File: src/rtl/edit_ctrl_if.sv
// Edit controller bus: debounced switch/button inputs and
// edit-state outputs toward register banks and display mux.
interface edit_ctrl_if #(
  parameter int NUM_MODES = 3,
  parameter int NUM_POS   = 3
);
  localparam int MODE_W = $clog2(NUM_MODES + 1);
  localparam int POS_W  = (NUM_POS > 2) ? $clog2(NUM_POS) : 1;

  logic [NUM_MODES-1:0] sw;
  logic [3:0]           btn;
  logic                 editing;
  logic [MODE_W-1:0]    edit_mode;
  logic [POS_W-1:0]     cursor;
  logic [NUM_POS-1:0]   field_sel;
  logic                 inc_pulse;
  logic                 dec_pulse;

  modport master (
    output sw, btn,
    input  editing, edit_mode, cursor,
    input  field_sel, inc_pulse, dec_pulse
  );

  modport slave (
    input  sw, btn,
    output editing, edit_mode, cursor,
    output field_sel, inc_pulse, dec_pulse
  );
endinterface

File: src/rtl/edit_ctrl_fsm.sv
// Edit-mode controller: mode select, wrapping cursor and
// inc/dec strobes with hold-to-auto-repeat.
module edit_ctrl_fsm #(
  parameter int NUM_MODES     = 3,
  parameter int NUM_POS       = 3,
  parameter int HOLD_CYCLES   = 50000000,
  parameter int REPEAT_CYCLES = 10000000
) (
  input  logic        clk,
  input  logic        reset,
  edit_ctrl_if.slave  bus
);
  localparam int MODE_W = $clog2(NUM_MODES + 1);
  localparam int POS_W  = (NUM_POS > 2) ? $clog2(NUM_POS) : 1;
  localparam int MAX_C  = (HOLD_CYCLES > REPEAT_CYCLES) ?
                          HOLD_CYCLES : REPEAT_CYCLES;
  localparam int CNT_W  = $clog2(MAX_C + 1);

  localparam logic [0:0] S_IDLE = 1'b0;
  localparam logic [0:0] S_EDIT = 1'b1;

  localparam logic [POS_W-1:0] POS_TOP = POS_W'(NUM_POS - 1);
  localparam logic [CNT_W-1:0] CNT_ONE = CNT_W'(1);
  localparam logic [CNT_W-1:0] CNT_HLD = CNT_W'(HOLD_CYCLES);
  localparam logic [CNT_W-1:0] CNT_REP = CNT_W'(REPEAT_CYCLES);

  logic [0:0]         state_q, state_d;
  logic [MODE_W-1:0]  mode_q, mode_d;
  logic [POS_W-1:0]   cursor_q, cursor_d;
  logic [NUM_POS-1:0] sel_q, sel_d;
  logic               inc_q, inc_d;
  logic               dec_q, dec_d;
  logic [3:0]         btn_q;
  logic [CNT_W-1:0]   cnt_q, cnt_d;
  logic               rep_q, rep_d;
  logic               dir_q, dir_d;

  logic [3:0]        rise;
  logic [MODE_W-1:0] pick;
  logic              up_only, dn_only;
  logic              held, fire;

  assign rise    = bus.btn & ~btn_q;
  assign up_only = bus.btn[0] & ~bus.btn[1];
  assign dn_only = bus.btn[1] & ~bus.btn[0];
  assign held    = (cnt_q != '0) &&
                   (dir_q ? dn_only : up_only);
  assign fire    = rep_q ? (cnt_q == CNT_REP)
                         : (cnt_q == CNT_HLD);

  // Highest set switch wins.
  always_comb begin
    pick = '0;
    for (int k = 0; k < NUM_MODES; k++) begin
      if (bus.sw[k]) pick = MODE_W'(k + 1);
    end
  end

  always_comb begin
    state_d  = state_q;
    mode_d   = mode_q;
    cursor_d = cursor_q;
    inc_d    = 1'b0;
    dec_d    = 1'b0;
    cnt_d    = cnt_q;
    rep_d    = rep_q;
    dir_d    = dir_q;
    unique case (state_q)
      S_IDLE: begin
        if (|bus.sw) begin
          state_d  = S_EDIT;
          mode_d   = pick;
          cursor_d = POS_TOP;
        end
      end
      S_EDIT: begin
        if (~|bus.sw) begin
          state_d  = S_IDLE;
          mode_d   = '0;
          cursor_d = '0;
          cnt_d    = '0;
          rep_d    = 1'b0;
        end else begin
          if (rise[2] & ~rise[3]) begin
            cursor_d = (cursor_q == POS_TOP) ?
                       '0 : cursor_q + POS_W'(1);
          end else if (rise[3] & ~rise[2]) begin
            cursor_d = (cursor_q == '0) ?
                       POS_TOP : cursor_q - POS_W'(1);
          end
          unique case (1'b1)
            rise[0] & ~bus.btn[1]: begin
              inc_d = 1'b1;
              cnt_d = CNT_ONE;
              rep_d = 1'b0;
              dir_d = 1'b0;
            end
            rise[1] & ~bus.btn[0]: begin
              dec_d = 1'b1;
              cnt_d = CNT_ONE;
              rep_d = 1'b0;
              dir_d = 1'b1;
            end
            held: begin
              if (fire) begin
                inc_d = ~dir_q;
                dec_d = dir_q;
                cnt_d = CNT_ONE;
                rep_d = 1'b1;
              end else if (cnt_q != '1) begin
                cnt_d = cnt_q + CNT_ONE;
              end
            end
            default: begin
              cnt_d = '0;
              rep_d = 1'b0;
            end
          endcase
        end
      end
      default: state_d = S_IDLE;
    endcase
  end

  always_comb begin
    sel_d = '0;
    if (state_d == S_EDIT) sel_d = NUM_POS'(1) << cursor_d;
  end

  // Button history resets high so a held button shows no edge.
  always_ff @(posedge clk or negedge reset) begin
    if (!reset) begin
      state_q  <= S_IDLE;
      mode_q   <= '0;
      cursor_q <= '0;
      sel_q    <= '0;
      inc_q    <= 1'b0;
      dec_q    <= 1'b0;
      btn_q    <= 4'b1111;
      cnt_q    <= '0;
      rep_q    <= 1'b0;
      dir_q    <= 1'b0;
    end else begin
      state_q  <= state_d;
      mode_q   <= mode_d;
      cursor_q <= cursor_d;
      sel_q    <= sel_d;
      inc_q    <= inc_d;
      dec_q    <= dec_d;
      btn_q    <= bus.btn;
      cnt_q    <= cnt_d;
      rep_q    <= rep_d;
      dir_q    <= dir_d;
    end
  end

  assign bus.editing   = (state_q == S_EDIT);
  assign bus.edit_mode = mode_q;
  assign bus.cursor    = cursor_q;
  assign bus.field_sel = sel_q;
  assign bus.inc_pulse = inc_q;
  assign bus.dec_pulse = dec_q;
endmodule

File: src/flat_wrapper.sv
// flat-port wrapper written by rule: the top's interface ports become plain ports
module edit_ctrl_fsm_flat 
#(
  parameter int NUM_MODES     = 3,
  parameter int NUM_POS       = 3,
  parameter int HOLD_CYCLES   = 50000000,
  parameter int REPEAT_CYCLES = 10000000
)
  (clk, reset, bus_sw, bus_btn, bus_editing, bus_edit_mode, bus_cursor, bus_field_sel, bus_inc_pulse, bus_dec_pulse);
  edit_ctrl_if #(.NUM_MODES(NUM_MODES), .NUM_POS(NUM_POS)) bus_i ();
  input  logic clk;
  input  logic reset;
  input wire logic [$bits(bus_i.sw)-1:0] bus_sw;
  input wire logic [$bits(bus_i.btn)-1:0] bus_btn;
  output wire logic [$bits(bus_i.editing)-1:0] bus_editing;
  output wire logic [$bits(bus_i.edit_mode)-1:0] bus_edit_mode;
  output wire logic [$bits(bus_i.cursor)-1:0] bus_cursor;
  output wire logic [$bits(bus_i.field_sel)-1:0] bus_field_sel;
  output wire logic [$bits(bus_i.inc_pulse)-1:0] bus_inc_pulse;
  output wire logic [$bits(bus_i.dec_pulse)-1:0] bus_dec_pulse;
  assign bus_i.sw = bus_sw;
  assign bus_i.btn = bus_btn;
  assign bus_editing = bus_i.editing;
  assign bus_edit_mode = bus_i.edit_mode;
  assign bus_cursor = bus_i.cursor;
  assign bus_field_sel = bus_i.field_sel;
  assign bus_inc_pulse = bus_i.inc_pulse;
  assign bus_dec_pulse = bus_i.dec_pulse;
  edit_ctrl_fsm #(.NUM_MODES(NUM_MODES), .NUM_POS(NUM_POS), .HOLD_CYCLES(HOLD_CYCLES), .REPEAT_CYCLES(REPEAT_CYCLES)) u_core (.clk(clk), .reset(reset), .bus(bus_i));
endmodule
File: config.mk
export PLATFORM = sky130hd
export DESIGN_NAME = edit_ctrl_fsm_flat
export DESIGN_NICKNAME = d
export VERILOG_FILES = /design/src/rtl/edit_ctrl_if.sv /design/src/rtl/edit_ctrl_fsm.sv /design/src/flat_wrapper.sv
export SDC_FILE = /design/constraint.sdc
export NUM_CORES = 1
export LEC_CHECK = 0
export ABC_AREA = 1
export ABC_CLOCK_PERIOD_IN_PS = 3470
export CORE_MARGIN = 5
export CORE_UTILIZATION = 25
export CTS_BUF_LIST = sky130_fd_sc_hd__clkbuf_4 sky130_fd_sc_hd__clkbuf_8
export CTS_CLUSTER_DIAMETER = 30
export CTS_CLUSTER_SIZE = 30
export DETAILED_ROUTE_END_ITERATION = 10
export MAX_ROUTING_LAYER = met4
export SYNTH_ARGS = -nofsm -noshare
export SYNTH_HDL_FRONTEND = slang
export SYNTH_SLANG_ARGS = --single-unit
File: constraint.sdc
create_clock -name clk -period 3.47 [get_ports clk]
set_input_delay 0.694 -clock clk [delete_from_list [all_inputs] [get_ports clk]]
set_output_delay 0.694 -clock clk [all_outputs]
set_load 0.1 [all_outputs]
### Yosys cells after proc, flatten, opt, wreduce, memory -nomap -nowiden

Index checks and enable logic that the tools add are counted.

* output and inout bits: 10
* bits of input ports: 9
* bits in registers: 42
* logic and storage cells: 79

* equality and inequality tests: 8
* add/sub/neg operators: 3
* reduce and logical (&&, ||, !) cells: 10
* shifts and indexed selects: 1
* bitwise logic cells: 14
* muxes and demuxes: 33

Operator list (count)
* 2-to-1 mux 26 bit: 3
* case mux 26 bit (2 select lines): 1
* adder 26 x 1 -> 26 bit, second input constant: 1
* equality test 26 x 24 -> 1 bit, second input constant: 1
* equality test 26 bit, second input constant: 1
* != test 26 bit, second input constant: 1
* nonzero test 26 bit: 1
* 2-to-1 mux 2 bit: 10
* 2-to-1 mux 1 bit: 13
* case mux 2 bit (2 select lines): 2
* AND 1 bit: 6
* NOT 1 bit: 6
* case mux 1 bit (2 select lines): 3
* AND reduction 2 bit: 3
* AND 4 bit: 1
* != test 4 bit, second input constant: 1
* NOT 4 bit: 1
* 2-to-1 mux 3 bit: 1
* != test 3 bit, second input constant: 1
* AND reduction 3 bit: 1
* OR reduction 3 bit: 1
* left shift 1 x 2 -> 3 bit, first input constant: 1
* adder 2 x 1 -> 2 bit, second input constant: 1
* equality test 2 bit, second input constant: 1
* 7 further kinds: 7

### Logic depth before layout (Yosys ltp)

Gate-level depths: netlist (run 1).

* depth after elaboration: 10
* gate-level depth with buffers: 12

### Worst setup path before layout (run 1)

Ideal clock, no wire load.

* kind: reg2reg
* from: register u_core.cursor_q[0], in the netlist u_core.bus.cursor[0]
* to: register u_core.sel_q[1], in the netlist u_core.bus.field_sel[1]
* library setup time: 0.124 ns
* cell stages (with the launch flop): 7
* data required time: 3.346 ns
* arrival time: 1.955 ns
* path slack: 1.391 ns
* path through: dfrtp_1 -> inv_1 -> ha_1 -> or2_2 -> o211ai_1 -> a21oi_1 -> nor3b_1

* word-level cells in the longest chain between the ends: 8
* elaborated cells on any way between the ends: 13
* those cells by class: add/sub (2); eq/ne (1); shift (1); mux (8); reduce/logical (1)

Ends and longest elaborated chain
* start, declared: line edit_ctrl_fsm.sv:29 `logic [POS_W-1:0] cursor_q, cursor_d;`
* start signal, assigned: line edit_ctrl_fsm.sv:146 `cursor_q <= cursor_d;`
* subtractor 2 x 1 -> 2 bit or zero test 2 bit (tied branches): line edit_ctrl_fsm.sv:89, edit_ctrl_fsm.sv:88
* 2-to-1 mux 2 bit: line edit_ctrl_fsm.sv:88 `cursor_d = (cursor_q == '0) ?`
* 2-to-1 mux 2 bit: line edit_ctrl_fsm.sv:87 `end else if (rise[3] & ~rise[2]) begin`
* 2-to-1 mux 2 bit: line edit_ctrl_fsm.sv:84 `if (rise[2] & ~rise[3]) begin`
* 2-to-1 mux 2 bit: line edit_ctrl_fsm.sv:77 `if (~|bus.sw) begin`
* case mux 2 bit (2 select lines) (*): line edit_ctrl_fsm.sv:68 `unique case (state_q)`
* net u_core.cursor_d[0]: line edit_ctrl_fsm.sv:29
* left shift 1 x 2 -> 3 bit (*): line edit_ctrl_fsm.sv:127 `if (state_d == S_EDIT) sel_d = NUM_POS'(1) << cursor_d;`
* 2-to-1 mux 3 bit (*): line edit_ctrl_fsm.sv:127
* net u_core.sel_d[1]: line edit_ctrl_fsm.sv:30 `logic [NUM_POS-1:0] sel_q, sel_d;`
* end signal, assigned: line edit_ctrl_fsm.sv:147 `sel_q <= sel_d;`
* end, declared: line edit_ctrl_fsm.sv:30

Mark *: on every way through the listed nets, which the timed path passes. The rest lies on a longest branch.
A chain may end at the register's enable or synchronous reset.

### Worst setup path in the final report (run 1)

* from: register u_core.cursor_q[0], in the netlist u_core.bus.cursor[0]
* to: output port bus_cursor[0]

RTL lines
* end, declared: line flat_wrapper.sv:17 `output wire logic [$bits(bus_i.cursor)-1:0] bus_cursor;`

No word-level cell between the ends.

==> flow_metrics.tcl, run 1 <==
set metrics [dict create \
    outcome "finished, final reports clean" \
    ir_worst_vdd_mv 0.215 \
    core.rowCount 39 \
    route.detailed.drc 0 \
    cp-start-kind "flop" \
    post-cts-setup-buffers 0 \
    layout_commonest_cell "nand2_1" \
    skew_ps 3.84 \
    fin_nets 475 \
    setup_viol 0 \
    grt_start_max_net_pins 44 \
    layout-drive-gt1-share_pct 8.01 \
    die_y_um 119 \
    grt_pass1_wl_um 13500 \
    synth_edf_count 0 \
    max_freq_mhz 390 \
    drt_first_pass_iters 5 \
    syn_to_final_growth_pct 12.9 \
    fin_area_um2 3350 \
    ys.flop_type "dfrtp_1" \
    track_usage_pct 11.9 \
    p_switching_uw 475 \
    wl_met3_um 427 \
    via_count 2821 \
    start_util_pct 25.8 \
    grt_overflow 0 \
    cp_slowest_stage_delay_ps 1150 \
    intPower_uw 747 \
    cpLargestDelayFamily "buffers and inverters" \
    port-buffer-count 18 \
    clockBufferDepth 2 \
    die_w_um 119 \
    yosysWarnings 0 \
    syn_area_per_cell_um2 6.64 \
    cts_tree "done" \
    swShare_pct 38.9 \
    dp_hpwl_um 5910 \
    crit_path_end_kind "output port" \
    viasPerCell 4.66 \
    final.setup.tns_ps 0 \
    fin_crit_ps 2560 \
    finalHoldViolations 0 \
    clk_pin_slew_ps 90 \
    synth-async-reset-ratio_pct 100 \
    pin_count 19 \
    ys_types 33 \
    cts_hold_buf 0 \
    crit_chain "clkdlybuf4s50_1" \
    critPathBufInv 1 \
    num_antenna_cells 0 \
    pwr-share-seq_pct 44.3 \
    ant_nets 0 \
    grt_pass1_vias 2688 \
    numCtsBuffers 5 \
    synth.net_count 461 \
    cts_htree_levels 2 \
    dieArea_um2 14100 \
    timing.critical_path.required_ps 2780 \
    antenna_found_initial 0 \
    clkSinkCount 42 \
    gp_congestion 0.957 \
    top_layer "met4" \
    slew_viol_final 0 \
    post_cts_resized 0 \
    clock_latency_ps 310 \
    pwr_density_cell_nw_per_um2 365 \
    synth-seq-cells 42 \
    avgRoutedWirePerCell_um 13.0 \
    critical_path_class "flop to output port" \
    tightest_slew_ps 986 \
    rsz0062_at_grt "no" \
    p_leak_uw 0.00144 \
    syn-instance-count 447 \
    drt_iter0_markers 135 \
    core_um2 11500 \
    wl_um 7850 \
    crit_slowest_cell "clkdlybuf4s50_1" \
    cp.arrival_ps 1870 \
    met2_length_um 3530 \
    comb_power_share_pct 26.6 \
    clkPwrFrac_pct 29.2 \
    total_power_uw 1220 \
    drv_cap 0 \
    synth_seq_area_share_pct 35.6 \
    placed_area_um2 3250 \
    slew_headroom_pct 34.0 \
    syn_area_um2 2970 \
    hp-class "flop to flop" \
    cts-root-buf "clkbuf_8" \
    worstPathMaxFanout 4 \
    final_cell_mix "nand2_1 (133), nor2_1 (77), nand3_1 (53), inv_1 (42), dfrtp_1 (38)" \
    wl_met1_um 3720 \
    finalCritPeriodShare_pct 73.8 \
]
==> final timing paths <==
| path | to | depth (start not counted) | start | slack (ps) |
|---|---|---|---|---|
| worst min-delay path | u_core.bus.edit_mode[0] | 2 | u_core.bus.edit_mode[0] | 520 |
| worst min register to register | u_core.bus.edit_mode[0] | 2 | u_core.bus.edit_mode[0] | 520 |
| max in group asynchronous | u_core.cnt_q[25] | 1 | reset | 2330 |
| worst max register to register | u_core.cnt_q[25] | 10 | u_core.rep_q | 1070 |
| min in group asynchronous | u_core.cnt_q[5] | 1 | reset | 540 |
| worst max-delay path | bus_cursor[0] | 1 | u_core.bus.cursor[0] | 910 |
==> cell usage after synthesis, types with 4 or more instances <==
master	number	share of area, %
dfstp_2	4	3.5
nand4_1	7	1.5
nand2_1	133	17
nor3_1	5	0.84
inv_1	42	5.3
xor2_1	14	4.1
nand3_1	53	8.9
buf_6	4	1.5
buf_2	7	1.2
dfrtp_1	38	32
o21ai_2	5	1.5
o21ai_1	13	2.2
nor2_1	77	9.7
o21ai_0	12	2.0
ha_1	5	2.1
==> registers in the layout (all words and copies together) (netlist names) <==
| register | cells |
|---|---|
| u_core.bus.editing | 1 |
| u_core.bus.field_sel | 3 |
| u_core.rep_q | 1 |
| u_core.dir_q | 1 |
| u_core.cnt_q | 26 |
| u_core.btn_q | 4 |
| u_core.bus.cursor | 2 |
| u_core.bus.edit_mode | 2 |
| u_core.bus.dec_pulse | 1 |
| u_core.bus.inc_pulse | 1 |
==> per-stage QoR <==
step                      hold WS (ps)  std cells  worst slack (ps)  utilization, %
after floorplan                    398        447              1390               -
after global placement             490        597               901            28.2
after detailed placement           500        597               774            28.2
after CTS                          523        605               898            29.1
after global routing               552        605               830            29.1
final                              519        605               908            29.1
==> cell type report <==
cell class / instances / area [um^2]
Tap cell: 143 / 179
Multi-Input combinational cell: 344 / 1640
Fill cell: 1277 / 8170
Timing Repair Buffer: 23 / 210
Clock inverter: 3 / 26.3
Inverter: 45 / 169
Clock buffer: 5 / 68.8
Sequential cell: 42 / 1060
==> power groups by stage <==
stage	sequential (uW)	combinational (uW)	clock, uW
after floorplan	678	108	0
after global placement	550	324	0
after detailed placement	550	327	0
after CTS	541	328	365
after global routing	545	354	385
final	541	324	356
==> logic make-up (layout without fill, tap and decap cells) <==
kind of cell	count (synthesis)	count (layout)	share of synthesized area, %
xor gates and xnor gates	15	15	4.43
AOI/OAI and AO/OA	37	37	7.51
adders and majority gates	5	5	2.11
buffers and inverters	61	76	9.15
and+or+nand+nor	287	287	41.2
DFF	42	42	35.6
==> layer usage <==
metal,track usage [%],up-vias
met1,15.5,1301
met4,3.77,0
met2,19.2,68
li1,-,1438
met3,1.66,14
met5,-,-
==> worst reg2reg max path: stages (launching register included) <==
cell and delay (ps):
dfrtp_1 590, inv_1 260, nand2_1 130, nand3_1 70
nor2_1 180, nand3_1 100, nor2_1 470, buf_4 290
nor2_1 70, nand3_1 60, o21ai_1 60
Power figures use the tool's default switching activity.
==> inputs of run 2 (changes only) <==
Settings changed: ABC_CLOCK_PERIOD_IN_PS 3470 to 2600.
Clock period 3.47 ns to 2.6 ns, I/O delays scaled along.
==> run 2 against run 1 <==
Net effect:
- die area unchanged
- core utilization is 0.48 points higher
- count of clock-buffer cells in the layout did not move
- sequential cell count unchanged
- routed wire length is 6.5% higher
- critical path depth rose by 10
- final cell count is 0.66% higher
- highest routed layer unchanged
==> flow_metrics.tcl, run 2 (synthesis results as in run 1) <==
set metrics [dict create \
    multi_input_area_um2 1640 \
    critical_path_class "flop to flop" \
    fin_crit_ps 2150 \
    cp-start-kind "flop" \
    clk_pin_slew_ps 90 \
    fin_nets 479 \
    skew_ps 9.92 \
    tightest_slew_ps 442 \
    worstPathMaxFanout 43 \
    slew_viol_final 0 \
    grt_start_max_net_pins 44 \
    clockBufferDepth 2 \
    hp-class "input pin to asynchronous set/reset pin" \
    crit_path_end_kind "flop" \
    top_register "u_core.cnt_q" \
    rsz0062_at_grt "no" \
    port-buffer-count 18 \
    start_util_pct 25.8 \
    dieArea_um2 14100 \
    layout-drive-gt1-share_pct 10.7 \
    cp.arrival_ps 2340 \
    grt_overflow 0 \
    layout_setup_ws_ps 449 \
    slew_headroom_pct 70.4 \
    fillCellCount 1280 \
    dp_hpwl_um 6400 \
    die_y_um 119 \
    clkSinkCount 42 \
    clock_latency_ps 300 \
    viasPerCell 4.67 \
    p_leak_uw 0.00149 \
    num_antenna_cells 0 \
    pwr_density_cell_nw_per_um2 506 \
    drt_iter0_markers 204 \
    ant_nets 0 \
    largest_reg_flops 26 \
    drt_first_pass_iters 7 \
    gp_congestion 0.913 \
    antenna_found_initial 0 \
    pin_count 19 \
    cts-root-buf "clkbuf_8" \
    die_w_um 119 \
    outcome "finished, final reports clean" \
    finalCritPeriodShare_pct 82.7 \
    place_ws_ps 357 \
    avgRoutedWirePerCell_um 13.7 \
    syn_to_final_growth_pct 14.7 \
    final_cell_mix "nand2_1 (133), nor2_1 (77), nand3_1 (53), inv_1 (42), dfrtp_1 (38)" \
    timing.critical_path.required_ps 2780 \
    cts_htree_levels 2 \
    drv_cap 0 \
    wl_um 8360 \
    grt_pass1_wl_um 13600 \
    seq_area_um2 1060 \
    core_um2 11500 \
    cts_hold_buf 0 \
    post-route-util_pct 29.6 \
    track_usage_pct 12.2 \
    numCtsBuffers 5 \
    post-cts-setup-buffers 0 \
    final.setup.tns_ps 0 \
    cts_tree "done" \
    post_cts_resized 0 \
    max_freq_mhz 465 \
    setup_viol 0 \
    layout_commonest_cell "nand2_1" \
    grt_pass1_vias 2617 \
    core.rowCount 39 \
    finalHoldViolations 0 \
    ir_worst_vdd_mv 0.270 \
    route.detailed.drc 0 \
    via_count 2842 \
]
run 2: cell types whose count changed in the layout (fill, tap and decap cells not counted):
cell	delta
buf_12	+2
buf_4	+11
bufinv_16	+1
clkdlybuf4s50_1	-9
clkinvlp_4	+1
inv_6	-3
inv_8	+1
run 2: power by group:
group / internal (uW) / switching, uW
logic: 107 / 341
registers: 691 / 26.4
clock network: 293 / 263
run 2: routing by layer:
layer  up-vias  global-route usage [%]  part of all wire, %
met4         0                    3.04                  1.4
met2        71                    19.1                   47
li1       1446                       -                    -
met3         8                    1.75                  4.2
met5         -                       -                    0
met1      1317                    16.6                   48
run 2: final cells by class:
cell class | count | area share, %
Tap cell | 143 | 5.26
Inverter | 45 | 4.96
Clock inverter | 3 | 1.43
Clock buffer | 5 | 2.02
Multi-Input combinational cell | 344 | 48.2
Sequential cell | 42 | 31.0
Timing Repair Buffer | 27 | 7.13
run 2: worst max-delay path: stages, from the launching register on:
cell     delay [ps]
dfrtp_1         440
ha_1            300
nand3_2         170
inv_2           130
nand2_4          70
nor2_4          140
nand2_2          70
nor2_4          120
inv_2            70
o21ai_4         170
buf_12          230
o21ai_0         110
run 2: worst paths after layout:
kind | startpoint | endpoint | slack (ps) | cells after the start
worst max-delay path | u_core.cnt_q[0] | u_core.cnt_q[16] | 450 | 11
worst min-delay path | reset | u_core.cnt_q[22] | 90 | 1
worst max register to register | u_core.cnt_q[0] | u_core.cnt_q[16] | 450 | 11
worst min register to register | u_core.bus.edit_mode[0] | u_core.bus.edit_mode[0] | 530 | 2
max in group asynchronous | reset | u_core.btn_q[0] | 1780 | 2
min in group clk | u_core.bus.edit_mode[0] | u_core.bus.edit_mode[0] | 530 | 2
run 2: stage by stage:
step / instances / instance area [um^2] / power, uW / hold slack [ps]
after floorplan: 447 / 2970 / 1050 / 224
after global placement: 601 / 3290 / 1170 / 422
after detailed placement: 601 / 3290 / 1180 / 428
after CTS: 609 / 3400 / 1740 / 101
after global routing: 609 / 3400 / 1810 / 116
final: 609 / 3400 / 1720 / 88.1
==> inputs of run 3 (changes only) <==
Settings changed: ABC_CLOCK_PERIOD_IN_PS 2600 to 1950.
Clock period 2.6 ns to 1.95 ns, I/O delays scaled along.
==> run 3 against run 2 <==
Net effect:
- routed wire length grew 6.1%
- count of clock-buffer cells in the layout unchanged
- hold slack gained 440 ps
- cell area is 11% higher
- total power is 28% higher
- sequential share of layout area decreased by 2.8 points
- non-clock buffer count grew 37
- via count up 5.9%
- sequential cell count unchanged
- clock power up 8.3%
- final cell count is 6.1% higher
- largest power group unchanged
- highest routed layer unchanged
==> flow_metrics.tcl, run 3 (synthesis results as in run 1) <==
set metrics [dict create \
    drt_first_pass_iters 5 \
    critPathBufInv 4 \
    max_freq_mhz 533 \
    fin_cells 646 \
    pwr_density_cell_nw_per_um2 587 \
    worstPathMaxFanout 11 \
    die_w_um 119 \
    comb_power_share_pct 29.4 \
    place_ws_ps -103 \
    final.setup.tns_ps 0 \
    p_switching_uw 853 \
    placed_cells 629 \
    syn_to_final_growth_pct 27.0 \
    fin_area_um2 3770 \
    layout_setup_ws_ps 73.6 \
    layout_commonest_cell "nand2_1" \
    cp_slowest_stage_delay_ps 450 \
    intPower_uw 1360 \
    drv_cap 0 \
    pin_count 19 \
    route.detailed.drc 0 \
    grt_start_max_net_pins 23 \
    swShare_pct 38.6 \
    fin_nets 516 \
    die_y_um 119 \
    grt_pass1_vias 2806 \
    crit_slowest_cell "dfrtp_1" \
    fin_crit_ps 1880 \
    viasPerCell 4.66 \
    cp-start-kind "flop" \
    start_util_pct 25.8 \
    numCtsBuffers 5 \
    setup_viol 0 \
    pwr-share-seq_pct 43.4 \
    finalCritPeriodShare_pct 96.2 \
    cp.arrival_ps 2080 \
    cts-root-buf "clkbuf_8" \
    final_cell_mix "nand2_1 (131), nor2_1 (72), nand3_1 (52), buf_4 (49), inv_1 (41)" \
    skew_ps 9.76 \
    finalHoldViolations 0 \
    grt_overflow 0 \
    ir_worst_vdd_mv 0.441 \
    gp_congestion 0.966 \
    slew_headroom_pct 76.3 \
    crit_path_end_kind "flop" \
    crit_chain "ha_4 > nand3_4 > inv_2 > nand2_4 > nor2_4 > nand2_2 > nor2_4 > inv_2 > o21ai_4 > buf_12 > clkbuf_16 > o21ai_1" \
    layout-drive-gt1-share_pct 20.5 \
    dp_hpwl_um 6650 \
    holdWs_ps 531 \
    seq_area_um2 1060 \
    placed_area_um2 3510 \
    avgRoutedWirePerCell_um 13.7 \
    top_register "u_core.cnt_q" \
    critical_path_class "flop to flop" \
    num_antenna_cells 0 \
    wl_um 8870 \
    antenna_found_initial 0 \
    track_usage_pct 12.6 \
    port-buffer-count 18 \
    ant_nets 0 \
    clock_latency_ps 310 \
    cts_tree "done" \
    clockBufferDepth 2 \
    outcome "finished, final reports clean" \
    core.rowCount 39 \
    fillCellCount 1270 \
    tightest_slew_ps 354 \
    cts_htree_levels 2 \
    grt_pass1_wl_um 14100 \
    clkPwrFrac_pct 27.2 \
    timing.critical_path.required_ps 2150 \
    largest_reg_flops 26 \
    clkSinkCount 42 \
    via_count 3011 \
    p_leak_uw 0.00168 \
    hp-class "input pin to asynchronous set/reset pin" \
    clk_pin_slew_ps 90 \
    drt_iter0_markers 186 \
    core_um2 11500 \
    dieArea_um2 14100 \
    cpLargestDelayFamily "buffers and inverters" \
    slew_viol_final 0 \
    multi_input_area_um2 1680 \
]
-- run 3: cell count changes in the layout (fill, tap and decap cells not counted), sizes merged --
| cell | delta |
|---|---|
| buf | +34 |
| bufinv | -1 |
| clkbuf | +2 |
| clkinv | +2 |
| clkinvlp | -1 |
| dlygate4sd3 | +1 |
-- run 3: cell type report --
class                   count  area share [%]
multi-input cells         344            44.7
clock buffers               5            1.83
well taps                 143            4.75
repair buffers             64            15.5
flip-flops and latches     42            28.2
clock inverters             3           0.498
inverters                  45            4.49
-- run 3: worst reg2reg max path, delay by kind of cell (launching register included) --
kind	cells	cell delay [ps]
and+or+nand+nor	5	440
buffers and inverters	4	480
AOI/OAI and AO/OA	2	210
adders and majority gates	1	180
DFF	1	450
-- run 3: worst paths after layout --
kind | from | end | slack [ps] | depth (start not counted)
max in group asynchronous | reset | u_core.btn_q[1] | 820 | 3
min reg2reg | u_core.bus.edit_mode[1] | u_core.bus.edit_mode[1] | 530 | 2
min | reset | u_core.bus.field_sel[2] | 530 | 2
min in group clk | u_core.bus.edit_mode[1] | u_core.bus.edit_mode[1] | 530 | 2
max reg2reg | u_core.cnt_q[0] | u_core.cnt_q[10] | 70 | 12
max | u_core.cnt_q[0] | u_core.cnt_q[10] | 70 | 12
-- run 3: power groups by stage --
stage	Sequential (uW)	Clock (uW)	Combinational [uW]
4_1_cts	957	613	628
5_1_grt	966	658	697
3_3_place_gp	972	0	615
3_5_place_dp	974	0	625
2_1_floorplan	1210	0	192
6_report	959	602	649
-- run 3: timing repair --
item | 4_1_cts | 5_1_grt
gates resized for setup | 0 | 18
hold buffers | 1 | 0
hold endpoints to repair | 10 | 0
setup buffers | 0 | 6
setup endpoints to repair | 0 | 29
-- run 3: through the flow --
stage,total power (uW),utilization (%)
floorplan,1400,-
global placement,1590,30.5
detailed placement,1600,30.5
CTS,2200,31.3
global route,2320,32.7
finish,2210,32.7
-- run 3: per-layer routing --
layer / track usage [%] / up-vias / part of all wire, % / wire [um]
met3: 1.56 / 9 / 3.6 / 323
met2: 20.7 / 68 / 49 / 4330
met1: 16.6 / 1413 / 46 / 4090
met4: 3.48 / 0 / 1.5 / 129
li1: - / 1521 / - / -
met5: - / - / 0 / 0
